**src/rtl/coord_move_engine.sv**
```systemverilog
// coord_move_engine: buffered multi-axis step/dir move executor with a descriptor FIFO.
// Define STEP_COUNTER_EN to build the per-axis signed position counters.
module coord_move_engine #(
  parameter int NUM_AXES    = 2,
  parameter int ACCUM_WIDTH = 32,
  parameter int DUR_WIDTH   = 32,
  parameter int DIV_WIDTH   = 24,
  parameter int FIFO_DEPTH  = 4
) (
  input  logic                            CLK,
  input  logic                            resetn,
  input  logic [DIV_WIDTH-1:0]            clock_divisor,
  input  logic                            move_valid,
  output logic                            move_ready,
  input  logic [DUR_WIDTH-1:0]            move_duration,
  input  logic [NUM_AXES-1:0]             move_dir,
  input  logic [NUM_AXES*ACCUM_WIDTH-1:0] move_increment,
  input  logic [NUM_AXES*ACCUM_WIDTH-1:0] move_incrementincrement,
  input  logic                            abort,
  output logic [NUM_AXES-1:0]             step,
  output logic [NUM_AXES-1:0]             dir,
  output logic                            busy,
  output logic                            move_done,
  output logic [$clog2(FIFO_DEPTH):0]     fifo_count,
  output logic [NUM_AXES*32-1:0]          position
);
  localparam int PW = $clog2(FIFO_DEPTH);
  localparam int AW = ACCUM_WIDTH;
  localparam logic [AW:0] T = {2'b01, {(AW-1){1'b0}}};

  typedef enum logic [1:0] {IDLE, LOAD, RUN} state_t;
  state_t state, state_nx;

  logic [DUR_WIDTH-1:0]     f_dur  [FIFO_DEPTH];
  logic [NUM_AXES-1:0]      f_dir  [FIFO_DEPTH];
  logic [NUM_AXES*AW-1:0]   f_inc  [FIFO_DEPTH];
  logic [NUM_AXES*AW-1:0]   f_dinc [FIFO_DEPTH];
  logic [PW-1:0]            wr_ptr, rd_ptr;
  logic [DUR_WIDTH-1:0]     h_dur, dur, tick_cnt, tick_inc;
  logic [NUM_AXES-1:0]      h_dir, step_raw;
  logic [NUM_AXES*AW-1:0]   h_inc, h_dinc;
  logic [DIV_WIDTH-1:0]     prescaler, div_eff;
  logic                     push, pop, tick, last;

  assign move_ready = ~fifo_count[PW];
  assign push       = move_valid & move_ready & ~abort;
  assign pop        = (state == LOAD);
  assign busy       = (state != IDLE);
  assign h_dur      = f_dur[rd_ptr];
  assign h_dir      = f_dir[rd_ptr];
  assign h_inc      = f_inc[rd_ptr];
  assign h_dinc     = f_dinc[rd_ptr];
  assign div_eff    = (clock_divisor == '0) ? DIV_WIDTH'(1) : clock_divisor;
  assign tick       = (state == RUN) & (prescaler == div_eff);
  assign tick_inc   = tick_cnt + 1'b1;
  assign last       = tick & (tick_inc == dur);
  assign step       = step_raw & {NUM_AXES{~abort}};
  assign move_done  = ~abort & (((state == LOAD) & (h_dur == '0)) | last);

  always_ff @(posedge CLK)
    if (push) begin
      f_dur[wr_ptr]  <= move_duration;
      f_dir[wr_ptr]  <= move_dir;
      f_inc[wr_ptr]  <= move_increment;
      f_dinc[wr_ptr] <= move_incrementincrement;
    end

  always_ff @(posedge CLK or negedge resetn)
    if (!resetn) state <= IDLE;
    else state <= state_nx;

  always_comb begin
    state_nx = state;
    if (abort) state_nx = IDLE;
    else if (state == IDLE) state_nx = (fifo_count != '0) ? LOAD : IDLE;
    else if (state == LOAD) state_nx = (h_dur != '0) ? RUN : (|fifo_count[PW:1] ? LOAD : IDLE);
    else if (last) state_nx = (fifo_count != '0) ? LOAD : IDLE;
  end

  always_ff @(posedge CLK or negedge resetn)
    if (!resetn) begin
      wr_ptr     <= '0;
      rd_ptr     <= '0;
      fifo_count <= '0;
      prescaler  <= '0;
      tick_cnt   <= '0;
      dur        <= '0;
      dir        <= '0;
    end else if (abort) begin
      wr_ptr     <= '0;
      rd_ptr     <= '0;
      fifo_count <= '0;
    end else begin
      wr_ptr     <= wr_ptr + PW'(push);
      rd_ptr     <= rd_ptr + PW'(pop);
      fifo_count <= fifo_count + (PW+1)'(push) - (PW+1)'(pop);
      if (state == LOAD) begin
        dur       <= h_dur;
        dir       <= h_dir;
        prescaler <= '0;
        tick_cnt  <= '0;
      end else if (state == RUN) begin
        prescaler <= tick ? '0 : prescaler + 1'b1;
        if (tick) tick_cnt <= tick_inc;
      end
    end

  for (genvar i = 0; i < NUM_AXES; i++) begin : g_axis
    logic [AW-1:0] acc, vel, dlt, vsat;
    logic [AW:0]   sum, sub;
    logic [AW+1:0] vnx;
    assign sum = {1'b0, acc} + {1'b0, vel};
    assign sub = sum - T;
    assign step_raw[i] = tick & (sum[AW] | sum[AW-1]);
    // two's-complement sum two bits wider than the velocity, clamped only in the direction of the delta
    assign vnx  = {2'b00, vel} + {{2{dlt[AW-1]}}, dlt};
    assign vsat = vnx[AW+1] ? '0 :
                  (~dlt[AW-1] & (|dlt) & (|vnx[AW:AW-1])) ? {1'b0, {(AW-1){1'b1}}} : vnx[AW-1:0];
    always_ff @(posedge CLK or negedge resetn)
      if (!resetn) begin
        acc <= '0;
        vel <= '0;
        dlt <= '0;
      end else if (state == LOAD) begin
        acc <= '0;
        vel <= h_inc[i*AW +: AW];
        dlt <= h_dinc[i*AW +: AW];
      end else if (tick) begin
        acc <= step_raw[i] ? sub[AW-1:0] : sum[AW-1:0];
        vel <= vsat;
      end
`ifdef STEP_COUNTER_EN
    logic [31:0] pos;
    always_ff @(posedge CLK or negedge resetn)
      if (!resetn) pos <= '0;
      else if (step[i]) pos <= dir[i] ? pos + 1'b1 : pos - 1'b1;
    assign position[i*32 +: 32] = pos;
`else
    assign position[i*32 +: 32] = '0;
`endif
  end
endmodule

```
**config.mk**
```make
export PLATFORM = sky130hd
export DESIGN_NAME = coord_move_engine
export DESIGN_NICKNAME = d
export VERILOG_FILES = /design/src/rtl/coord_move_engine.sv
export SDC_FILE = /design/constraint.sdc
export NUM_CORES = 1
export LEC_CHECK = 0
export CORE_ASPECT_RATIO = 1.2
export CORE_UTILIZATION = 55
export CTS_CLUSTER_DIAMETER = 80
export DETAILED_ROUTE_END_ITERATION = 10
export PLACE_DENSITY_LB_ADDON = 0.15
export SETUP_SLACK_MARGIN = 0.15
export SLEW_MARGIN = 30
export SYNTH_ARGS = -nofsm -noshare
export SYNTH_HDL_FRONTEND = slang
export SYNTH_SLANG_ARGS = --single-unit
```
**constraint.sdc**
```tcl
create_clock -name CLK -period 34.3 [get_ports CLK]
set_input_delay 3.43 -clock CLK [delete_from_list [all_inputs] [get_ports CLK]]
set_output_delay 3.43 -clock CLK [all_outputs]
set_load 0.05 [all_outputs]
```
==> out/qor.csv, run 1 <==
metric,value,unit
# Post-CTS Setup Buffers,0,
initial antenna violation count,4,
Hold Startpoint,g_axis[0].acc[31],
Setup Skew,0.0265,ns
dpl cells,4390,
routed len/inst,22.6,um
critical-path maximum fanout,37,
post-synthesis mux area share,11.0,%
Synth Area in Compound Gates,9.62,%
post-synthesis sequential area ratio,60.0,%
switching share of power,34.0,%
routed wl met2,50900,um
final WL,103000,um
GRT Util Overall,25.7,%
Leak,18.8,nW
Num CTS Buffers,95,
Die X,262,um
placed wire-length estimate,68300,um
pwr dens,77.5,mW/mm2
Post-Synth Adder-Cell Area,4.18,%
Comb pwr share,35.5,%
met3 wire len,5330,um
H-tree levels,3,
main combinational cell family by area after synthesis,multiplexers,
Worst VDD drop,0.0000505,V
Worst Hold Class,flip-flop to flip-flop,
sequential power share,37.8,%
Die Y,314,um
crit path DAT,7.01,ns
Rel. slew slack,34.0,%
Pre-antenna DRT Iters,6,
Die ar.,0.0821,mm2
RR Startpoint,g_axis[0].dlt[0],
Worst Path Required,30.87,ns
Layout Cells excl Fill,4567,
cell count of the worst reg-to-reg path,13,
row count,113,
DR top layer,met5,
most frequent cells in the layout,"edfxtp_1 (648), dfrtp_1 (289), nand2_1 (252)",
pin count of the biggest net entering global routing,158,
status,"complete, no violations",
ANT cells,0,
Setup CP Type,primary input to output pin,
clk sinks,939,
dpl cell area,0.0475,mm2
CTS root buffer,clkbuf_16,
Cell Int Power,2.60,mW
crit end category,output pin,
CTS tree,done,
Initial Util,56.0,%
DRC violations left,0,
"most common cell after layout, fill and taps aside",edfxtp_1,
Cell variety after synth,86,
Setup TNS,0,ns
Final Core Density,63.7,%
max-slew violation count,0,
global-route wire length before repair,163000,um
worst slew pin tran,0.990,ns
WL met1,44400,um
Switch Pwr,1.34,mW
Fmax,0.0957,GHz
#FFs+latches synth,939,
setup violators final,0,
port bufs,199,
fin crit share,30.4,%
area grow syn2layout,13.9,%
IO Pins,264,
Hold Buf Count CTS,0,
clock insertion delay at the later pin of the skew report,0.67,ns
Reg2Reg Setup Slack,29.98,ns
Hold Path Sink,g_axis[0].acc[31],
crit start category,primary input,
reg2reg end,g_axis[0].vel[30],
Final Cell Area,0.0507,mm2
"Reg clk slew, reported paths",0.06,ns
clock tree buffer depth,3,
average instance area after synthesis,13.6,um2
Max Cap Violations,0,
vias in the first global route,28567,
Synth Area in Simple Gates,8.76,%
cts repair resizes,0,
ys flop type,edfxtp_1,
XOR/XNOR Fraction of Synth Area,3.68,%
Post-synth EDFFs,648,
share of post-route cells with drive strength above 1,13.7,%
unrepaired setup endpoints after global routing,no,
Mapped Area,0.0445,mm2
Final Wtd Congestion,0.923,
Starting DRT DRC Count,2065,
Placeable Area,0.0796,mm2
Detail Route Antenna Nets,0,
post-DR vias/cell,6.08,
Async SR Flop Fraction,31.0,%
Total Nets Final,3790,
Fin Hold WS,0.502,ns
fin crit period,10.44,ns
Synth warnings,0,
Vias,27790,
GRT overflow,0,
worst hold stages,2,
Final Hold Viols,0,
Clock power frac,26.7,%
Mapped Cells,3265,
## per-layer routing
metal	up-vias	global-route usage, %
li1	12766	-
met1	14048	35.4
met2	811	42.3
met3	157	3.78
met4	8	8.01
met5	-	0
## state kept, by name (all words and copies together), names as in the netlist
register    count
dir             2
dur            32
f_dinc        256
f_dir           8
f_dur         128
f_inc         256
fifo_count      3
g_axis.acc     64
g_axis.dlt     64
g_axis.vel     64
prescaler      24
rd_ptr          2
state           2
tick_cnt       32
wr_ptr          2
## cell families (layout without fill, tap and decap cells)
family          count (synthesis)  in the layout
mux                           274            274
flops                         939            939
other cells                     1             64
compound gates                676            676
simple gates                  791            791
buf+inv                       251            455
fa+ha+maj                     146            146
xor+xnor                      187            187
## cell usage after synthesis (all sizes together) (13+ instances only)
master  count  area [um2]
edfxtp    648       19500
nor2b      24         150
ha        140        1750
nand2     252         946
o21a       21         158
a211oi     24         180
o21bai     19         143
xor2       64         561
nand3      60         310
a21oi     196         988
o31ai      27         208
nor2      172         648
nor3       29         150
a22oi      31         233
mux4      162        3650
xnor2     123        1080
o21ai     171         856
inv        45         169
nor4       43         290
or3        18         118
nand2b     19         119
dfrtp     291        7280
a21o       67         503
mux2       99        1110
clkbuf     98         368
and3       68         425
nand4      44         294
buf       108         677
a31oi      27         169
and2       29         181
mux2i      13         130
## power groups by stage
stage | clock, mW | sequential, mW | combinational (mW)
after global placement | 0 | 1.51 | 1.35
after CTS | 1.07 | 1.49 | 1.40
after detailed placement | 0 | 1.51 | 1.39
after floorplan | 0 | 1.46 | 1.07
after global routing | 1.12 | 1.50 | 1.54
final | 1.05 | 1.49 | 1.40
## critical path: stages
cell	delay, ns
clkdlybuf4s50_1	0.44
nor4_1	0.33
nand4_1	0.17
o21ai_0	0.21
o31a_1	0.20
nand4_1	0.11
buf_4	0.34
a21oi_1	0.19
nand4_1	0.16
nor4_4	0.38
a21oi_1	0.09
nor2_1	0.13
clkdlybuf4s50_1	0.83
## final cells by class
class	instances	area, um2
clock buffers	128	2620
clock inverters	46	541
fillers	5881	28900
inverters	45	169
multi-input cells	2138	16900
flip-flops and latches	939	26700
well taps	1035	1290
repair buffers	236	2460
## worst max-delay path by stage
stage	start	end	slack [ns]
finish	clock_divisor[12]	move_done	23.86
global route	clock_divisor[12]	move_done	23.59
CTS	clock_divisor[12]	move_done	23.84
detailed placement	clock_divisor[12]	move_done	23.85
global placement	clock_divisor[12]	move_done	23.99
floorplan	abort	f_dinc[2][0]	17.99
## stage by stage
stage | setup WS [ns] | power (mW)
floorplan | 17.99 | 2.53
global placement | 23.99 | 2.85
detailed placement | 23.85 | 2.90
CTS | 23.84 | 3.96
global route | 23.59 | 4.16
finish | 23.86 | 3.93
Power figures use the tool's default switching activity.
==> inputs of run 2 (changes only) <==
--- a/config.mk
+++ b/config.mk
@@ -6,7 +6,7 @@
 export NUM_CORES = 1
 export LEC_CHECK = 0
 export CORE_ASPECT_RATIO = 1.2
-export CORE_UTILIZATION = 55
+export CORE_UTILIZATION = 54
 export CTS_CLUSTER_DIAMETER = 80
 export DETAILED_ROUTE_END_ITERATION = 10
 export PLACE_DENSITY_LB_ADDON = 0.15
==> constraint.sdc (replaced) <==
create_clock -name CLK -period 9.6 [get_ports CLK]
set_input_delay 0.96 -clock CLK [delete_from_list [all_inputs] [get_ports CLK]]
set_output_delay 0.96 -clock CLK [all_outputs]
set_load 0.05 [all_outputs]
==> run 2 against run 1 <==
  * Global-route usage decreased by 0.36 points
  * Flip-flop and latch count did not move
  * Combinational power rose to 3.6 times the previous value
  * Clock-buffer cell count grew 2
  * Critical path depth decreased by 1
  * Setup slack got worse by 20 ns
  * Die area grew 1.8%
  * Via count grew 0.41%
  * Register-to-register slack worse by 25 ns
  * Worst hold slack got worse by 0.22 ns
  * Sequential share of layout area hardly changed
  * Design area is essentially flat
  * Critical endpoint is now step[0]
  * Largest cell class unchanged
==> out/qor.csv, run 2 (same netlist as run 1, synthesis figures left out) <==
metric,value,unit
Worst Path Required,8.64,ns
Reg2Reg Setup Slack,5.18,ns
Placeable Area,0.0819,mm2
crit start category,flip-flop,
max-slew violation count,0,
"Reg clk slew, reported paths",0.06,ns
Die ar.,0.0836,mm2
IO Pins,264,
area grow syn2layout,13.9,%
Setup TNS,0,ns
Fmax,0.169,GHz
Comb pwr share,35.4,%
Hold Buf Count CTS,0,
Max Cap Violations,0,
Worst Hold Class,primary input to async pin,
Switch Pwr,4.83,mW
crit end category,output pin,
global-route wire length before repair,164000,um
GRT Util Overall,25.3,%
clock tree buffer depth,3,
Die X,264,um
Setup Skew,0.0349,ns
clock insertion delay at the later pin of the skew report,0.68,ns
switching share of power,34.2,%
Fin Hold WS,0.287,ns
Die Y,317,um
unrepaired setup endpoints after global routing,no,
Top Registers,"f_dinc x256, f_inc x256, f_dur x128",
CTS root buffer,clkbuf_16,
Final Core Density,62.0,%
Detail Route Antenna Nets,0,
Leak,18.9,nW
dpl cell area,0.0475,mm2
most frequent cells in the layout,"edfxtp_1 (648), dfrtp_1 (289), nand2_1 (252)",
final WL,105000,um
crit path DAT,4.95,ns
routed len/inst,22.8,um
Rel. slew slack,33.5,%
Final Hold Viols,0,
Starting DRT DRC Count,1814,
"most common cell after layout, fill and taps aside",edfxtp_1,
share of post-route cells with drive strength above 1,13.8,%
status,"complete, no violations",
fin crit period,5.91,ns
Critical path origin,g_axis[0].vel[2],
cell count of the worst reg-to-reg path,13,
Pre-antenna DRT Iters,5,
dpl cells,4413,
Num CTS Buffers,94,
fin crit share,61.6,%
pin count of the biggest net entering global routing,153,
cts repair resizes,0,
setup violators final,0,
placed wire-length estimate,69900,um
post-DR vias/cell,6.07,
Initial Util,54.4,%
H-tree levels,3,
worst slew pin tran,0.994,ns
port bufs,199,
critical-path maximum fanout,5,
sequential power share,37.8,%
pwr dens,278,mW/mm2
CTS tree,done,
Clock power frac,26.8,%
row count,115,
Final Cell Area,0.0507,mm2
Vias,27904,
Final Wtd Congestion,0.907,
CP endpoint,step[0],
DRC violations left,0,
Layout Cells excl Fill,4595,
vias in the first global route,28595,
Total Nets Final,3794,
RR Startpoint,g_axis[0].dlt[0],
initial antenna violation count,7,
GRT overflow,0,
clk sinks,939,
Setup CP Type,flip-flop to output pin,
Cell Int Power,9.27,mW
# Post-CTS Setup Buffers,0,
Worst VDD drop,0.000177,V
reg2reg end,g_axis[0].vel[30],
## run 2: layout make-up
cell class | count | area [um2]
Fill cell | 6135 | 31100
Multi-Input combinational cell | 2138 | 16900
Sequential cell | 939 | 26700
Tap cell | 1053 | 1320
Timing Repair Buffer | 241 | 2410
Clock inverter | 48 | 594
Antenna cell | 1 | 2.50
Inverter | 45 | 169
Clock buffer | 130 | 2600
## run 2: stage by stage
stage | setup slack, ns | power [mW]
3_3_place_gp | 4.15 | 10.2
2_1_floorplan | 0.741 | 9.02
5_1_grt | 3.50 | 14.9
6_report | 3.69 | 14.1
3_5_place_dp | 4.07 | 10.4
4_1_cts | 3.74 | 14.2
## run 2: how the worst min path moves through the flow
stage / start / endpoint / slack (ns) / depth (start not counted)
2_1_floorplan: g_axis[0].acc[31] / g_axis[0].acc[31] / 0.46 / 2
3_3_place_gp: g_axis[1].acc[31] / g_axis[1].acc[31] / 0.47 / 2
3_5_place_dp: g_axis[0].acc[31] / g_axis[0].acc[31] / 0.49 / 2
4_1_cts: resetn / dur[3] / 0.31 / 1
5_1_grt: resetn / dur[3] / 0.34 / 1
6_report: resetn / dur[3] / 0.29 / 1
## run 2: worst max-delay path, stage by stage (launching register included)
cell and delay (ns):
dfrtp_1 0.41, ha_1 0.38, o21ai_0 0.14, o211ai_1 0.28, nand2_1 0.15, o31ai_1 0.67, a211oi_1 0.27, o21ai_0 0.40
a21o_1 0.21, a31oi_1 0.10, xnor2_1 0.19, o21a_1 0.13, clkdlybuf4s50_1 0.94
## run 2: power groups by stage
stage | clock [mW] | sequential, mW | combinational, mW
2_1_floorplan | 0 | 5.19 | 3.84
3_3_place_gp | 0 | 5.40 | 4.85
3_5_place_dp | 0 | 5.41 | 4.95
4_1_cts | 3.86 | 5.33 | 4.98
5_1_grt | 4.01 | 5.38 | 5.48
6_report | 3.78 | 5.33 | 4.98
## run 2: metal layers
metal  share of wire, %  GRT usage, %  routed length (um)
met1                 44          34.2               45700
met2                 49          42.8               51400
met3                5.2          4.12                5480
met4                2.2          6.80                2260
met5              0.077             0                  81
==> inputs of run 3 (changes only) <==
==> constraint.sdc (replaced) <==
create_clock -name CLK -period 5.4 [get_ports CLK]
set_input_delay 0.54 -clock CLK [delete_from_list [all_inputs] [get_ports CLK]]
set_output_delay 0.54 -clock CLK [all_outputs]
set_load 0.05 [all_outputs]
==> run 3 against run 2 <==
  * Sequential power rose by 78%
  * Clock skew is 0.014 ns lower
  * Global-route usage is 0.15 points lower
  * Critical endpoint unchanged
==> out/qor.csv, run 3 (same netlist as run 1, synthesis figures left out) <==
metric,value,unit
Placeable Area,0.0819,mm2
RR Startpoint,g_axis[0].vel[0],
Num CTS Buffers,93,
# Post-CTS Setup Buffers,0,
clk sinks,939,
initial antenna violation count,8,
Fmax,0.201,GHz
Max Cap Violations,0,
fin crit share,92.2,%
Initial Util,54.4,%
Worst VDD drop,0.000426,V
area grow syn2layout,14.4,%
GRT overflow,0,
Final Core Density,62.3,%
Worst path max stage delay,0.48,ns
cell count of the worst reg-to-reg path,13,
crit start category,flip-flop,
FF+latch area,0.0267,mm2
critical-path maximum fanout,5,
Leak,19.0,nW
Pwr Total,25.3,mW
"Reg clk slew, reported paths",0.06,ns
routed len/inst,22.8,um
worst slew pin tran,1.21,ns
status,"complete, no violations",
CTS root buffer,clkbuf_16,
Vias,27804,
Cell Int Power,16.7,mW
IO Pins,264,
Final Wtd Congestion,0.933,
Top Registers,"f_dinc x256, f_inc x256, f_dur x128",
Setup CP Type,flip-flop to output pin,
post-DR vias/cell,6.06,
final WL,104000,um
GR Util met3,3.31,%
Starting DRT DRC Count,1758,
placed wire-length estimate,68800,um
ANT cells,0,
setup violators final,0,
clock insertion delay at the later pin of the skew report,0.66,ns
Comb pwr share,34.8,%
grt met1 use,33.7,%
Worst Path Required,4.86,ns
switching share of power,33.9,%
Pre-antenna DRT Iters,7,
DRC violations left,0,
"most common cell after layout, fill and taps aside",edfxtp_1,
clock tree buffer depth,3,
global-route wire length before repair,163000,um
Die Y,317,um
Filler Cells Inserted,6082,
share of post-route cells with drive strength above 1,14.2,%
GRT Util Overall,25.2,%
port bufs,199,
Total Nets Final,3790,
Detail Route Antenna Nets,0,
GRT busiest layer,met2,
footprint of the multi-input gates,0.0169,mm2
dpl ws,0.749,ns
pwr dens,496,mW/mm2
Slowest cell on crit path,dlygate4sd2_1,
Final Hold Viols,0,
crit path DAT,4.44,ns
crit end category,output pin,
pin count of the biggest net entering global routing,116,
max-slew violation count,0,
CP endpoint,step[0],
Clock power frac,27.5,%
vias in the first global route,28248,
row count,115,
cell breakdown of the critical path,"ha_1, fa_1, a211oi_1, o21bai_1, o21ai_0, o21ai_0, a31oi_2, a31oi_1, a311o_1, o21a_1, dlygate4sd2_1",
Reg2Reg Setup Slack,1.02,ns
reg2reg end,g_axis[0].vel[30],
Fin Hold WS,0.472,ns
sequential power share,37.6,%
fin crit period,4.98,ns
Rel. slew slack,19.0,%
Die ar.,0.0836,mm2
unrepaired setup endpoints after global routing,no,
H-tree levels,3,
Worst Hold Class,primary input to async pin,
CTS tree,done,
met2 Resource Use GR,42.8,%
Critical path origin,g_axis[0].vel[0],
Switch Pwr,8.56,mW
Crit path top cell by count,o21ai_0,
Die X,264,um
most frequent cells in the layout,"edfxtp_1 (648), dfrtp_1 (288), nand2_1 (252)",
final worst slack,0.423,ns
Setup Skew,0.0206,ns
run 3: cell count changes in the layout (fill, tap and decap cells not counted), sizes merged:
cell	previous run	this run
inv	50	47
dlygate4sd2	0	1
clkbuf	130	125
bufinv	11	15
clkdlybuf4s50	198	195
clkinv	26	27
buf	43	39
dlygate4sd3	0	1
dlymetal6s2s	0	2
diode	1	0
run 3: worst min path at each step:
stage | startpoint | slack, ns | endpoint | cells past startpoint
6_report | resetn | 0.47 | dur[25] | 2
5_1_grt | move_increment[13] | 0.48 | f_inc[1][13] | 1
4_1_cts | move_increment[13] | 0.47 | f_inc[1][13] | 1
3_5_place_dp | g_axis[1].acc[31] | 0.49 | g_axis[1].acc[31] | 2
3_3_place_gp | g_axis[1].acc[31] | 0.48 | g_axis[1].acc[31] | 2
2_1_floorplan | resetn | 0.24 | dir[0] | 0
run 3: final cells by class:
cell class              instances  area share, %
flip-flops and latches        939           52.5
multi-input cells            2138           33.2
clock buffers                 125           5.18
repair buffers                238           4.80
well taps                    1053           2.58
clock inverters                50           1.40
inverters                      45          0.339
run 3: worst max-delay path: cells and delay by family, from the launching register on:
kind	cells	cell delay, ns
AOI/OAI and AO/OA	8	2.21
buffers and inverters	1	0.48
adders and majority gates	2	0.69
DFF	1	0.40
run 3: power groups by stage:
stage                     registers (mW)  clock network, mW  logic [mW]
after floorplan                     9.20                  0        6.83
after global placement              9.64                  0        8.61
after detailed placement            9.67                  0        8.76
after CTS                           9.53               7.11        8.82
after global routing                9.61               7.40        9.69
final                               9.51               6.96        8.81
run 3: what timing repair did:
item / in CTS / in global routing
endpoints found under the hold margin: 83 / 0
hold buffers: 1 / 0
cloned: 0 / 0
resized for setup: 1 / 3
endpoints found under the setup margin: 1 / 3
run 3: metrics by stage:
step | area [um2] | TNS (ns) | cells
2_1_floorplan | 44800 | -25.33 | 3328
3_3_place_gp | 47500 | 0 | 4410
3_5_place_dp | 47600 | 0 | 4412
4_1_cts | 51000 | 0 | 4588
5_1_grt | 51000 | 0 | 4588
6_report | 51000 | 0 | 4588
run 3: layer usage:
layer | up-vias | wire, um
met2 | 719 | 51800
met3 | 160 | 5030
met5 | - | 78
met4 | 12 | 2640
li1 | 12786 | -
met1 | 14127 | 44900
